### src/rtl/fme_sad_accum.sv
// Nine-way SAD accumulator for fractional motion estimation: one current pixel
// against the integer centre and eight half-pel candidates per cycle, NPIX pixels per block.
module fme_sad_accum #(
    parameter int NPIX = 64
) (
    input  logic             clk,
    input  logic             rst,
    input  logic             in_valid,
    input  logic [7:0]       cur,
    input  logic [8:0][7:0]  cand,
    output logic [8:0][15:0] distort,
    output logic             done,
    output logic             busy
);

    localparam int CW = (NPIX > 1) ? $clog2(NPIX) : 1;
    localparam logic [CW-1:0] LAST_IDX = CW'(NPIX - 1);

    logic [CW-1:0]     pcnt_reg;
    logic              v1_reg;
    logic              last1_reg;
    logic              done_reg;
    logic [8:0][7:0]   diff_reg;
    logic [8:0][15:0]  acc_reg;
    logic [8:0][15:0]  distort_reg;
    logic [8:0][15:0]  sum_next;

    // Stage 1 control: pixel counter and block-end tag travelling with the diffs
    always_ff @(posedge clk) begin
        if (rst) begin
            pcnt_reg  <= '0;
            v1_reg    <= 1'b0;
            last1_reg <= 1'b0;
        end else if (in_valid) begin
            v1_reg    <= 1'b1;
            last1_reg <= (pcnt_reg == LAST_IDX);
            pcnt_reg  <= (pcnt_reg == LAST_IDX) ? '0 : pcnt_reg + 1'b1;
        end else begin
            v1_reg    <= 1'b0;
        end
    end

    // Stage 2 control: the strobe rides with the distort write
    always_ff @(posedge clk) begin
        if (rst) begin
            done_reg <= 1'b0;
        end else begin
            done_reg <= v1_reg & last1_reg;
        end
    end

    generate
        for (genvar gi = 0; gi < 9; gi++) begin : g_cand
            logic [16:0] sum_full;

            always_ff @(posedge clk) begin
                if (rst) begin
                    diff_reg[gi] <= '0;
                end else if (in_valid) begin
                    diff_reg[gi] <= (cur >= cand[gi]) ? (cur - cand[gi]) : (cand[gi] - cur);
                end
            end

            // A saturated accumulator plus any diff saturates again, so it stays pinned
            assign sum_full     = {1'b0, acc_reg[gi]} + {9'b0, diff_reg[gi]};
            assign sum_next[gi] = sum_full[16] ? 16'hFFFF : sum_full[15:0];

            always_ff @(posedge clk) begin
                if (rst) begin
                    acc_reg[gi]     <= '0;
                    distort_reg[gi] <= '0;
                end else if (v1_reg) begin
                    if (last1_reg) begin
                        distort_reg[gi] <= sum_next[gi];
                        acc_reg[gi]     <= '0;
                    end else begin
                        acc_reg[gi]     <= sum_next[gi];
                    end
                end
            end
        end
    endgenerate

    assign distort = distort_reg;
    assign done    = done_reg;
    assign busy    = (pcnt_reg != '0) | v1_reg;

endmodule

### config.mk
export PLATFORM = sky130hd
export DESIGN_NAME = fme_sad_accum
export DESIGN_NICKNAME = d
export VERILOG_FILES = /design/src/rtl/fme_sad_accum.sv
export SDC_FILE = /design/constraint.sdc
export NUM_CORES = 1
export LEC_CHECK = 0
export CORE_UTILIZATION = 54
export CTS_BUF_LIST = sky130_fd_sc_hd__clkbuf_2 sky130_fd_sc_hd__clkbuf_4 sky130_fd_sc_hd__clkbuf_8
export CTS_CLUSTER_DIAMETER = 80
export DETAILED_ROUTE_END_ITERATION = 16
export HOLD_SLACK_MARGIN = 0.02
export PLACE_DENSITY = 0.89
export SLEW_MARGIN = 40
export SYNTH_ARGS = -nofsm -noshare
export SYNTH_HDL_FRONTEND = slang
export SYNTH_SLANG_ARGS = --single-unit
### constraint.sdc
create_clock -name clk -period 2.9 [get_ports clk]
set_input_delay 0.58 -clock clk [delete_from_list [all_inputs] [get_ports clk]]
set_output_delay 0.58 -clock clk [all_outputs]
set_load 0.01 [all_outputs]
# == Word level (Yosys, flattened, before mapping) ==
# Index checks and enable logic that the tools add are counted.
# W data, S select, Z words.
# op_classes
add_sub_neg,28
reduce_logical,2
bitwise_logic,2
eq_ne,1
order_cmp,9
muxes,29
# op_table
op,count
$mux W16,18
$add A16 B8 Y17,9
$sub A8 B8 Y8,18
$ge A8 B8 Y1,9
$mux W8,9
$add A6 B1 Y6 const B,1
$eq A6 B6 Y1 const B,1
$mux W6,1
$reduce_bool A6 Y1,1
$reduce_and A2 Y1,1
$and A1 B1 Y1,1
$mux W1,1
$or A1 B1 Y1,1
# word_totals
input_bits,83
word_cells,102
reg_bits,369
output_inout_bits,146

# == Longest topological paths before layout ==
# Gate-level depths: netlist (run 1).
# depth
depth_word,3
depth_mapped,10
ltp_nobuf,9

# == Worst setup path before layout (run 1) ==
# Ideal clock, no wire load.
# synth_timing
path_kind,input to register
from,input port cur[1]
to,register diff_reg[51] (netlist name)
arrival_ns,2.971
required_ns,2.821
cell_stages,8
slack_ns,-0.150
setup_time_ns,0.079
path_buffers,0
path_cell_list,inv_1 -> ha_1 -> nand4_1 -> a31oi_1 -> nor3_2 -> mux2_2 -> or3_1 -> o211ai_1
# synth_via
elab_chain_cells,2
elab_cells_between_ends,4
classes_between,add/sub: 2; order compare: 1; mux: 1
# synth_lines
item,line,text
from (decl),9,"input logic [7:0] cur,"
$sub A8 B8 Y8 / $ge A8 B8 Y1 (equally long branches),60,diff_reg[gi] <= (cur >= cand[gi]) ? (cur - cand[gi]) : (cand[gi] - cur);
$mux W8 *,60,
"to (signal, indexed assignment)",60,
to (decl),23,logic [8:0][7:0] diff_reg;
# Mark *: on every way between the ends. The rest lies on a longest branch, timed or not.
# A chain may end at the register's enable or synchronous reset.

# == Worst setup path after layout (run 1) ==
# layout_timing
from,input port cur[6]
to,register diff_reg[59] (netlist name)
# layout_via
elab_chain_cells,2
# layout_lines
item,line
$ge A8 B8 Y1,60
$mux W8,60
# No other way between the ends.

==> metrics.txt, run 1 <==
# TYPE chip_impl_metric gauge
chip_impl_metric{name="critPathMaxStageDelay",unit="ns"} 0.49
chip_impl_metric{name="drv.max_cap_violation_count",unit=""} 0
chip_impl_info{name="status",value="complete, no violations"} 1
chip_impl_metric{name="cp_max_fo",unit=""} 8
chip_impl_metric{name="max_freq",unit="MHz"} 351.8
chip_impl_metric{name="total_power",unit="mW"} 13.26
chip_impl_metric{name="netlist_instances",unit=""} 2875
chip_impl_metric{name="layout-area-overhead-vs-synth",unit="%"} 25.59
chip_impl_info{name="cts-root-buf",value="sky130_fd_sc_hd__clkbuf_8"} 1
chip_impl_metric{name="grt_pass1_vias",unit=""} 23180
chip_impl_metric{name="routed_wire_length_per_instance",unit="um"} 19.26
chip_impl_metric{name="critPathRequiredTime",unit="ns"} 3.44
chip_impl_metric{name="finalNonFillerCells",unit=""} 3898
chip_impl_metric{name="ant_nets",unit=""} 0
chip_impl_metric{name="synth_edf_count",unit=""} 0
chip_impl_metric{name="core-area",unit="sq mm"} 0.04308
chip_impl_metric{name="clock_latency",unit="ns"} 0.65
chip_impl_info{name="critical_path.top_delay_family",value="buffers and inverters"} 1
chip_impl_metric{name="initial_utilization",unit="%"} 54.74
chip_impl_info{name="cp_cell_sequence",value="clkdlybuf4s50_1 > inv_1 > buf_4 > ha_1 > a21o_1 > o21a_1 > nor3_4 > mux2_2 > or3_1 > o211ai_1"} 1
chip_impl_metric{name="n_antenna_cell",unit=""} 0
chip_impl_metric{name="synth.lib_cells_used.distinct",unit=""} 77
chip_impl_metric{name="post_layout_worst_setup_margin",unit="ns"} 0.05761
chip_impl_metric{name="clk_path_buf_depth",unit=""} 3
chip_impl_metric{name="synth_nets",unit=""} 3194
chip_impl_metric{name="detailed_place_hpwl",unit="mm"} 55.11
chip_impl_metric{name="die_height",unit="um"} 211.0
chip_impl_metric{name="placement_rows",unit=""} 76
chip_impl_metric{name="leakage",unit="nW"} 12.78
chip_impl_metric{name="peak_supply_drop",unit="mV"} 0.3564
chip_impl_metric{name="place.port_buffers",unit=""} 228
chip_impl_metric{name="p_per_area",unit="mW/mm^2"} 447.9
chip_impl_metric{name="min_period_over_period",unit="%"} 98.01
chip_impl_metric{name="number_of_antenna_violations_at_the_first_check_in_global_routing",unit=""} 1
chip_impl_metric{name="setup_viol_count_final",unit=""} 0
chip_impl_info{name="timing_worst_setup_path_type",value="input port to register"} 1
chip_impl_metric{name="synth_async_sr_flop_share",unit="%"} 0
chip_impl_metric{name="globalRouteOverflowTotal",unit=""} 0
chip_impl_metric{name="final_wtd_congestion",unit=""} 0.9070
chip_impl_metric{name="flops_latches_synth",unit=""} 369
chip_impl_metric{name="wl",unit="mm"} 75.06
chip_impl_metric{name="synth.cell_area",unit="sq mm"} 0.02358
chip_impl_metric{name="cts_inserted_buffers",unit=""} 57
chip_impl_metric{name="post_route_cells_drive_above_1_share",unit="%"} 13.55
chip_impl_metric{name="layout.nets",unit=""} 3585
chip_impl_metric{name="worstMarginPinSlew",unit="ns"} 0.8324
chip_impl_metric{name="detail_route.first_pass.iterations",unit=""} 10
chip_impl_info{name="setup.worst_path.end_class",value="register"} 1
chip_impl_info{name="unrepaired_setup_endpoints_after_global_routing",value="true"} 1
chip_impl_metric{name="relSlewSlack",unit="%"} 43.92
chip_impl_metric{name="num_vias",unit=""} 24030
chip_impl_metric{name="htree_levels",unit=""} 2
chip_impl_metric{name="yosysSeqAreaShare",unit="%"} 31.33
chip_impl_info{name="crit_slowest_cell",value="sky130_fd_sc_hd__clkdlybuf4s50_1"} 1
chip_impl_metric{name="initial_drt_markers",unit=""} 2362
chip_impl_metric{name="clock-sinks",unit=""} 369
chip_impl_metric{name="gr-usage-all-layers",unit="%"} 33.14
chip_impl_metric{name="die-area",unit="sq mm"} 0.04450
chip_impl_metric{name="grt_start_max_net_pins",unit=""} 85
chip_impl_metric{name="drt-vias-per-instance",unit=""} 6.163
chip_impl_metric{name="timing.critical_path.buf_inv",unit=""} 3
chip_impl_metric{name="synthesis.yosys.warnings",unit=""} 0
chip_impl_metric{name="post-place-ws",unit="ns"} -0.5891
chip_impl_info{name="crit_path_start_kind",value="input port"} 1
chip_impl_info{name="synthFlopType",value="sky130_fd_sc_hd__dfxtp_1"} 1
chip_impl_metric{name="fillers",unit=""} 3401
chip_impl_metric{name="min_period",unit="ns"} 2.842
chip_impl_metric{name="finalMaxSlewViolations",unit=""} 0
chip_impl_info{name="worst_hold_path_type",value="input port to register"} 1
chip_impl_metric{name="dpl.cell_count",unit=""} 3787
chip_impl_metric{name="clk_pin_slew",unit="ns"} 0.06
chip_impl_metric{name="drc_violation_count_after_routing",unit=""} 0
chip_impl_info{name="tritoncts",value="done"} 1
chip_impl_metric{name="synthesis.area_per_instance",unit="sq um"} 8.201
chip_impl_metric{name="top_level_ports",unit=""} 229
chip_impl_metric{name="die_w",unit="um"} 211.0
chip_impl_metric{name="critPathArrivalTime",unit="ns"} 3.39
chip_impl_metric{name="clock_skew",unit="ns"} 0.03198
chip_impl_metric{name="grt_first_pass_wirelength",unit="mm"} 119.7
chip_impl_metric{name="timing_hold_violations_final",unit=""} 0
## path summary, 6_finish.rpt
kind                        to  slack, ns  cells after the start   startpoint
hold reg to reg    distort[42]       0.45                      2  distort[42]
setup / recovery  diff_reg[59]       0.06                     10       cur[6]
setup reg to reg    distort[6]       0.12                      9  diff_reg[0]
hold / removal     distort[88]       0.32                      2          rst
## layer usage
metal	vias up	GRT usage [%]	routed length, um
met5	-	0	17
met4	2	13.29	2850
met3	239	5.085	6877
met2	1203	52.83	33480
met1	11300	44.85	31840
li1	11280	-	-
## kinds of logic after synthesis
family                     synth area share [%]
buffers and inverters                     5.195
muxes                                     3.131
AOI/OAI and AO/OA                         25.56
adders and majority gates                 13.38
and+or+nand+nor                           17.54
DFF                                       31.33
xor gates and xnor gates                  3.863
## worst reg2reg max path, cell delays in order, from the launching register on
cell	delay, ns
sky130_fd_sc_hd__dfxtp_1	0.32
sky130_fd_sc_hd__ha_1	0.24
sky130_fd_sc_hd__fa_1	0.44
sky130_fd_sc_hd__a211oi_1	0.26
sky130_fd_sc_hd__o21ai_0	0.20
sky130_fd_sc_hd__a221o_1	0.35
sky130_fd_sc_hd__and2b_1	0.24
sky130_fd_sc_hd__buf_4	0.20
sky130_fd_sc_hd__nor2_1	0.29
sky130_fd_sc_hd__a211oi_1	0.13
## synth_stat cells (12+ instances only)
cell type / n / area share, %
sky130_fd_sc_hd__nor3b_1: 23 / 0.73
sky130_fd_sc_hd__or3_1: 30 / 0.80
sky130_fd_sc_hd__o21bai_1: 13 / 0.41
sky130_fd_sc_hd__o211ai_1: 24 / 0.76
sky130_fd_sc_hd__a2111oi_0: 16 / 0.59
sky130_fd_sc_hd__nand2_1: 208 / 3.3
sky130_fd_sc_hd__a211oi_1: 79 / 2.5
sky130_fd_sc_hd__inv_1: 139 / 2.2
sky130_fd_sc_hd__buf_1: 13 / 0.21
sky130_fd_sc_hd__a311oi_1: 26 / 0.97
sky130_fd_sc_hd__fa_1: 27 / 2.3
sky130_fd_sc_hd__ha_1: 209 / 11
sky130_fd_sc_hd__o22ai_1: 12 / 0.32
sky130_fd_sc_hd__nand3_1: 64 / 1.4
sky130_fd_sc_hd__a21o_1: 88 / 2.8
sky130_fd_sc_hd__nand3b_1: 17 / 0.54
sky130_fd_sc_hd__and2_1: 20 / 0.53
sky130_fd_sc_hd__nor2_1: 208 / 3.3
sky130_fd_sc_hd__a31oi_1: 55 / 1.5
sky130_fd_sc_hd__xnor2_1: 74 / 2.7
sky130_fd_sc_hd__clkbuf_1: 143 / 2.3
sky130_fd_sc_hd__a221oi_1: 14 / 0.52
sky130_fd_sc_hd__xor2_1: 30 / 1.1
sky130_fd_sc_hd__o21a_1: 15 / 0.48
sky130_fd_sc_hd__nor3_1: 94 / 2.0
sky130_fd_sc_hd__o211a_1: 17 / 0.72
sky130_fd_sc_hd__and3_1: 50 / 1.3
sky130_fd_sc_hd__mux2i_1: 67 / 2.8
sky130_fd_sc_hd__buf_2: 17 / 0.36
sky130_fd_sc_hd__nand2b_1: 14 / 0.37
sky130_fd_sc_hd__nand4_1: 36 / 0.96
sky130_fd_sc_hd__and4_1: 15 / 0.56
sky130_fd_sc_hd__dfxtp_1: 369 / 31
sky130_fd_sc_hd__nor2b_1: 15 / 0.40
sky130_fd_sc_hd__o21ai_0: 258 / 5.5
sky130_fd_sc_hd__a21oi_1: 244 / 5.2
## per-stage QoR
stage	hold slack, ns	instance area, sq um	TNS (ns)	utilization, %
after floorplan	0.4291	23600	-0.006858	-
after global routing	0.3137	29610	-0.2940	68.75
after detailed placement	0.4478	28220	-27.30	65.52
after CTS	0.3009	29480	0	68.43
after global placement	0.4383	28220	-23.47	65.50
final	0.3230	29610	0	68.75
## repair_timing
action | in CTS | in global routing
gates resized for setup | 0 | 18
hold buffers | 0 | 0
setup buffers | 0 | 5
setup endpoints to repair | 0 | 18
## where the power goes
group          switching, mW  total, mW  internal, mW  leakage [nW]
logic                   1.69       3.10          1.42          9.11
clock network           2.17       4.74          2.57         0.675
registers              0.182       5.43          5.24          2.99
## layout make-up
| cell class | count | area (sq um) | share of cell area [%] |
|---|---|---|---|
| Clock buffer | 81 | 1065 | 3.596 |
| Clock inverter | 25 | 190.2 | 0.6422 |
| Inverter | 140 | 533.0 | 1.800 |
| Multi-Input combinational cell | 2189 | 15070 | 50.89 |
| Sequential cell | 369 | 7388 | 24.95 |
| Tap cell | 585 | 732.0 | 2.472 |
| Timing Repair Buffer | 509 | 4634 | 15.65 |
## cell usage in the layout (no fill, tap or decap), drive strengths merged, types with 26 or more instances in the layout
| cell type | count |
|---|---|
| a21oi | 244 |
| nor2 | 208 |
| xnor2 | 74 |
| xor2 | 30 |
| or3 | 30 |
| a31oi | 57 |
| o21ai | 258 |
| nor3 | 100 |
| dfxtp | 369 |
| clkdlybuf4s50 | 225 |
| mux2i | 67 |
| ha | 209 |
| clkbuf | 81 |
| fa | 27 |
| nand4 | 36 |
| nand3 | 64 |
| buf | 283 |
| nand2 | 208 |
| a21o | 90 |
| inv | 139 |
| a311oi | 26 |
| a211oi | 82 |
| and3 | 50 |
Power figures use the tool's default switching activity.
==> run 2, diff against run 1 <==
--- a/config.mk
+++ b/config.mk
@@ -7,10 +7,10 @@
 export LEC_CHECK = 0
 export CORE_UTILIZATION = 54
 export CTS_BUF_LIST = sky130_fd_sc_hd__clkbuf_2 sky130_fd_sc_hd__clkbuf_4 sky130_fd_sc_hd__clkbuf_8
-export CTS_CLUSTER_DIAMETER = 80
 export DETAILED_ROUTE_END_ITERATION = 16
 export HOLD_SLACK_MARGIN = 0.02
 export PLACE_DENSITY = 0.89
+export REMOVE_ABC_BUFFERS = 1
 export SLEW_MARGIN = 40
 export SYNTH_ARGS = -nofsm -noshare
 export SYNTH_HDL_FRONTEND = slang
==> metrics.txt, run 2 (synthesis gave the netlist of run 1 again) <==
# TYPE chip_impl_metric gauge
chip_impl_metric{name="grt.met3_usage",unit="%"} 5.367
chip_impl_info{name="timing_worst_setup_path_type",value="input port to register"} 1
chip_impl_metric{name="initial_drt_markers",unit=""} 1706
chip_impl_metric{name="gr-usage-all-layers",unit="%"} 33.56
chip_impl_metric{name="clk_path_buf_depth",unit=""} 3
chip_impl_metric{name="post-place-ws",unit="ns"} -0.6498
chip_impl_metric{name="htree_levels",unit=""} 3
chip_impl_metric{name="max_freq",unit="MHz"} 360.1
chip_impl_metric{name="final_hold_slack",unit="ns"} 0.4386
chip_impl_info{name="crit_slowest_cell",value="sky130_fd_sc_hd__clkdlybuf4s50_1"} 1
chip_impl_info{name="crit_path_start_kind",value="input port"} 1
chip_impl_metric{name="drc_violation_count_after_routing",unit=""} 0
chip_impl_metric{name="critPathRequiredTime",unit="ns"} 3.46
chip_impl_metric{name="clock_latency",unit="ns"} 0.63
chip_impl_metric{name="timing_hold_violations_final",unit=""} 0
chip_impl_metric{name="clock_skew",unit="ns"} 0.01832
chip_impl_metric{name="grt_pass1_vias",unit=""} 23150
chip_impl_metric{name="core-area",unit="sq mm"} 0.04308
chip_impl_metric{name="detailed_place_hpwl",unit="mm"} 55.05
chip_impl_info{name="layout.cells.most_common_list",value="368 x sky130_fd_sc_hd__dfxtp_1, 263 x sky130_fd_sc_hd__buf_4, 258 x sky130_fd_sc_hd__o21ai_0, 244 x sky130_fd_sc_hd__a21oi_1, 223 x sky130_fd_sc_hd__clkdlybuf4s50_1"} 1
chip_impl_info{name="busiest_layer",value="met2"} 1
chip_impl_metric{name="detail_route.first_pass.iterations",unit=""} 5
chip_impl_metric{name="layout.nets",unit=""} 3591
chip_impl_metric{name="place.port_buffers",unit=""} 228
chip_impl_metric{name="relSlewSlack",unit="%"} 49.79
chip_impl_metric{name="postLayoutCellArea",unit="sq mm"} 0.02973
chip_impl_metric{name="initial_utilization",unit="%"} 54.74
chip_impl_metric{name="p_per_area",unit="mW/mm^2"} 463.2
chip_impl_info{name="status",value="complete, no violations"} 1
chip_impl_info{name="most_common_cell_after_layout_fill_and_taps_aside",value="sky130_fd_sc_hd__dfxtp_1"} 1
chip_impl_metric{name="clock-sinks",unit=""} 369
chip_impl_metric{name="worstMarginPinSlew",unit="ns"} 0.7524
chip_impl_metric{name="grt_first_pass_wirelength",unit="mm"} 119.0
chip_impl_info{name="tritoncts",value="done"} 1
chip_impl_metric{name="post_dp_cell_area",unit="sq mm"} 0.02819
chip_impl_metric{name="routed_wire_length_per_instance",unit="um"} 19.52
chip_impl_metric{name="post_layout_worst_setup_margin",unit="ns"} 0.1229
chip_impl_metric{name="critPathMaxStageDelay",unit="ns"} 0.54
chip_impl_metric{name="peak_supply_drop",unit="mV"} 0.3341
chip_impl_info{name="unrepaired_setup_endpoints_after_global_routing",value="false"} 1
chip_impl_metric{name="final_wtd_congestion",unit=""} 0.9439
chip_impl_metric{name="die_w",unit="um"} 211.0
chip_impl_metric{name="layout-area-overhead-vs-synth",unit="%"} 26.11
chip_impl_metric{name="top_level_ports",unit=""} 229
chip_impl_metric{name="globalRouteMet1Util",unit="%"} 41.81
chip_impl_info{name="cp_cell_sequence",value="clkdlybuf4s50_1 > inv_2 > buf_12 > ha_1 > a21o_1 > o21a_1 > nor3_4 > mux2_2 > or3_1 > o211ai_1"} 1
chip_impl_metric{name="drv.max_cap_violation_count",unit=""} 0
chip_impl_metric{name="drt-vias-per-instance",unit=""} 6.072
chip_impl_metric{name="die-area",unit="sq mm"} 0.04450
chip_impl_metric{name="placement_rows",unit=""} 76
chip_impl_info{name="worst_hold_path_type",value="input port to register"} 1
chip_impl_metric{name="globalRouteOverflowTotal",unit=""} 0
chip_impl_metric{name="clk_pin_slew",unit="ns"} 0.06
chip_impl_metric{name="num_vias",unit=""} 23710
chip_impl_metric{name="grt_start_max_net_pins",unit=""} 110
chip_impl_metric{name="min_period_over_period",unit="%"} 95.76
chip_impl_metric{name="wl",unit="mm"} 76.20
chip_impl_metric{name="ant_nets",unit=""} 0
chip_impl_metric{name="leakage",unit="nW"} 12.84
chip_impl_metric{name="cts_inserted_buffers",unit=""} 66
chip_impl_metric{name="cp_max_fo",unit=""} 6
chip_impl_metric{name="critPathArrivalTime",unit="ns"} 3.33
chip_impl_info{name="cts-root-buf",value="sky130_fd_sc_hd__clkbuf_8"} 1
chip_impl_metric{name="min_delay_path_depth",unit=""} 3
chip_impl_metric{name="min_period",unit="ns"} 2.777
chip_impl_metric{name="number_of_antenna_violations_at_the_first_check_in_global_routing",unit=""} 3
chip_impl_metric{name="r2r_cells",unit=""} 9
chip_impl_metric{name="finalMaxSlewViolations",unit=""} 0
chip_impl_metric{name="met2_usage",unit="%"} 54.61
chip_impl_info{name="setup.worst_path.end_class",value="register"} 1
chip_impl_metric{name="setup_viol_count_final",unit=""} 0
chip_impl_metric{name="die_height",unit="um"} 211.0
chip_impl_metric{name="post_route_cells_drive_above_1_share",unit="%"} 13.75
-- run 2: cell types whose count changed in the layout (fill, tap and decap cells not counted), moves of 3 or more --
cell and delta:
sky130_fd_sc_hd__a2111oi_0 +3, sky130_fd_sc_hd__buf_12 -3, sky130_fd_sc_hd__clkbuf_4 +7, sky130_fd_sc_hd__clkbuf_8 +15, sky130_fd_sc_hd__clkinv_2 -12, sky130_fd_sc_hd__clkinvlp_4 -4
-- run 2: layout make-up --
| cell class | instances | area [sq um] |
|---|---|---|
| multi-input cells | 2189 | 15080 |
| fillers | 3416 | 13340 |
| flip-flops and latches | 369 | 7388 |
| repair buffers | 506 | 4568 |
| clock buffers | 103 | 1324 |
| well taps | 585 | 732.0 |
| inverters | 140 | 526.8 |
| clock inverters | 10 | 107.6 |
| diodes | 2 | 5.005 |
-- run 2: final timing paths --
check | start | slack [ns] | end
worst min-delay path | in_valid | 0.44 | diff_reg[52]
worst max-delay path | cur[6] | 0.12 | diff_reg[59]
worst min register to register | distort[116] | 0.45 | distort[116]
worst max register to register | diff_reg[8] | 0.18 | distort[22]
-- run 2: timing repair --
action                     4_1_cts  5_1_grt
setup buffers                    0        3
hold buffers                     0        0
setup endpoints to repair        0       29
resized for setup                0       17
-- run 2: through the flow --
step / cells / power [mW] / util (%) / setup TNS, ns
after floorplan: 2698 / 7.175 / - / -910.83
after global placement: 3786 / 8.367 / 65.44 / -21.31
after detailed placement: 3786 / 8.466 / 65.44 / -27.41
after CTS: 3899 / 13.76 / 68.76 / 0
after global routing: 3904 / 14.35 / 69.03 / 0
final: 3904 / 13.77 / 69.03 / 0
-- run 2: critical path, delay by kind of cell --
| kind | cells | cell delay [ns] |
|---|---|---|
| adders and majority gates | 1 | 0.34 |
| and+or+nand+nor | 2 | 0.62 |
| buffers and inverters | 3 | 0.79 |
| muxes | 1 | 0.39 |
| AOI/OAI and AO/OA | 3 | 0.59 |
-- run 2: layer usage --
layer / routed length [um] / up-vias
met5: 12 / -
li1: - / 11280
met1: 31880 / 11240
met2: 34710 / 919
met4: 4389 / 2
met3: 5208 / 259
-- run 2: report_power, final --
part / internal [mW] / switching (mW) / leakage [nW]
logic: 1.40 / 1.68 / 9.09
clock network: 3.07 / 2.25 / 0.762
registers: 5.25 / 0.129 / 2.99
total: 9.71 / 4.06 / 12.8
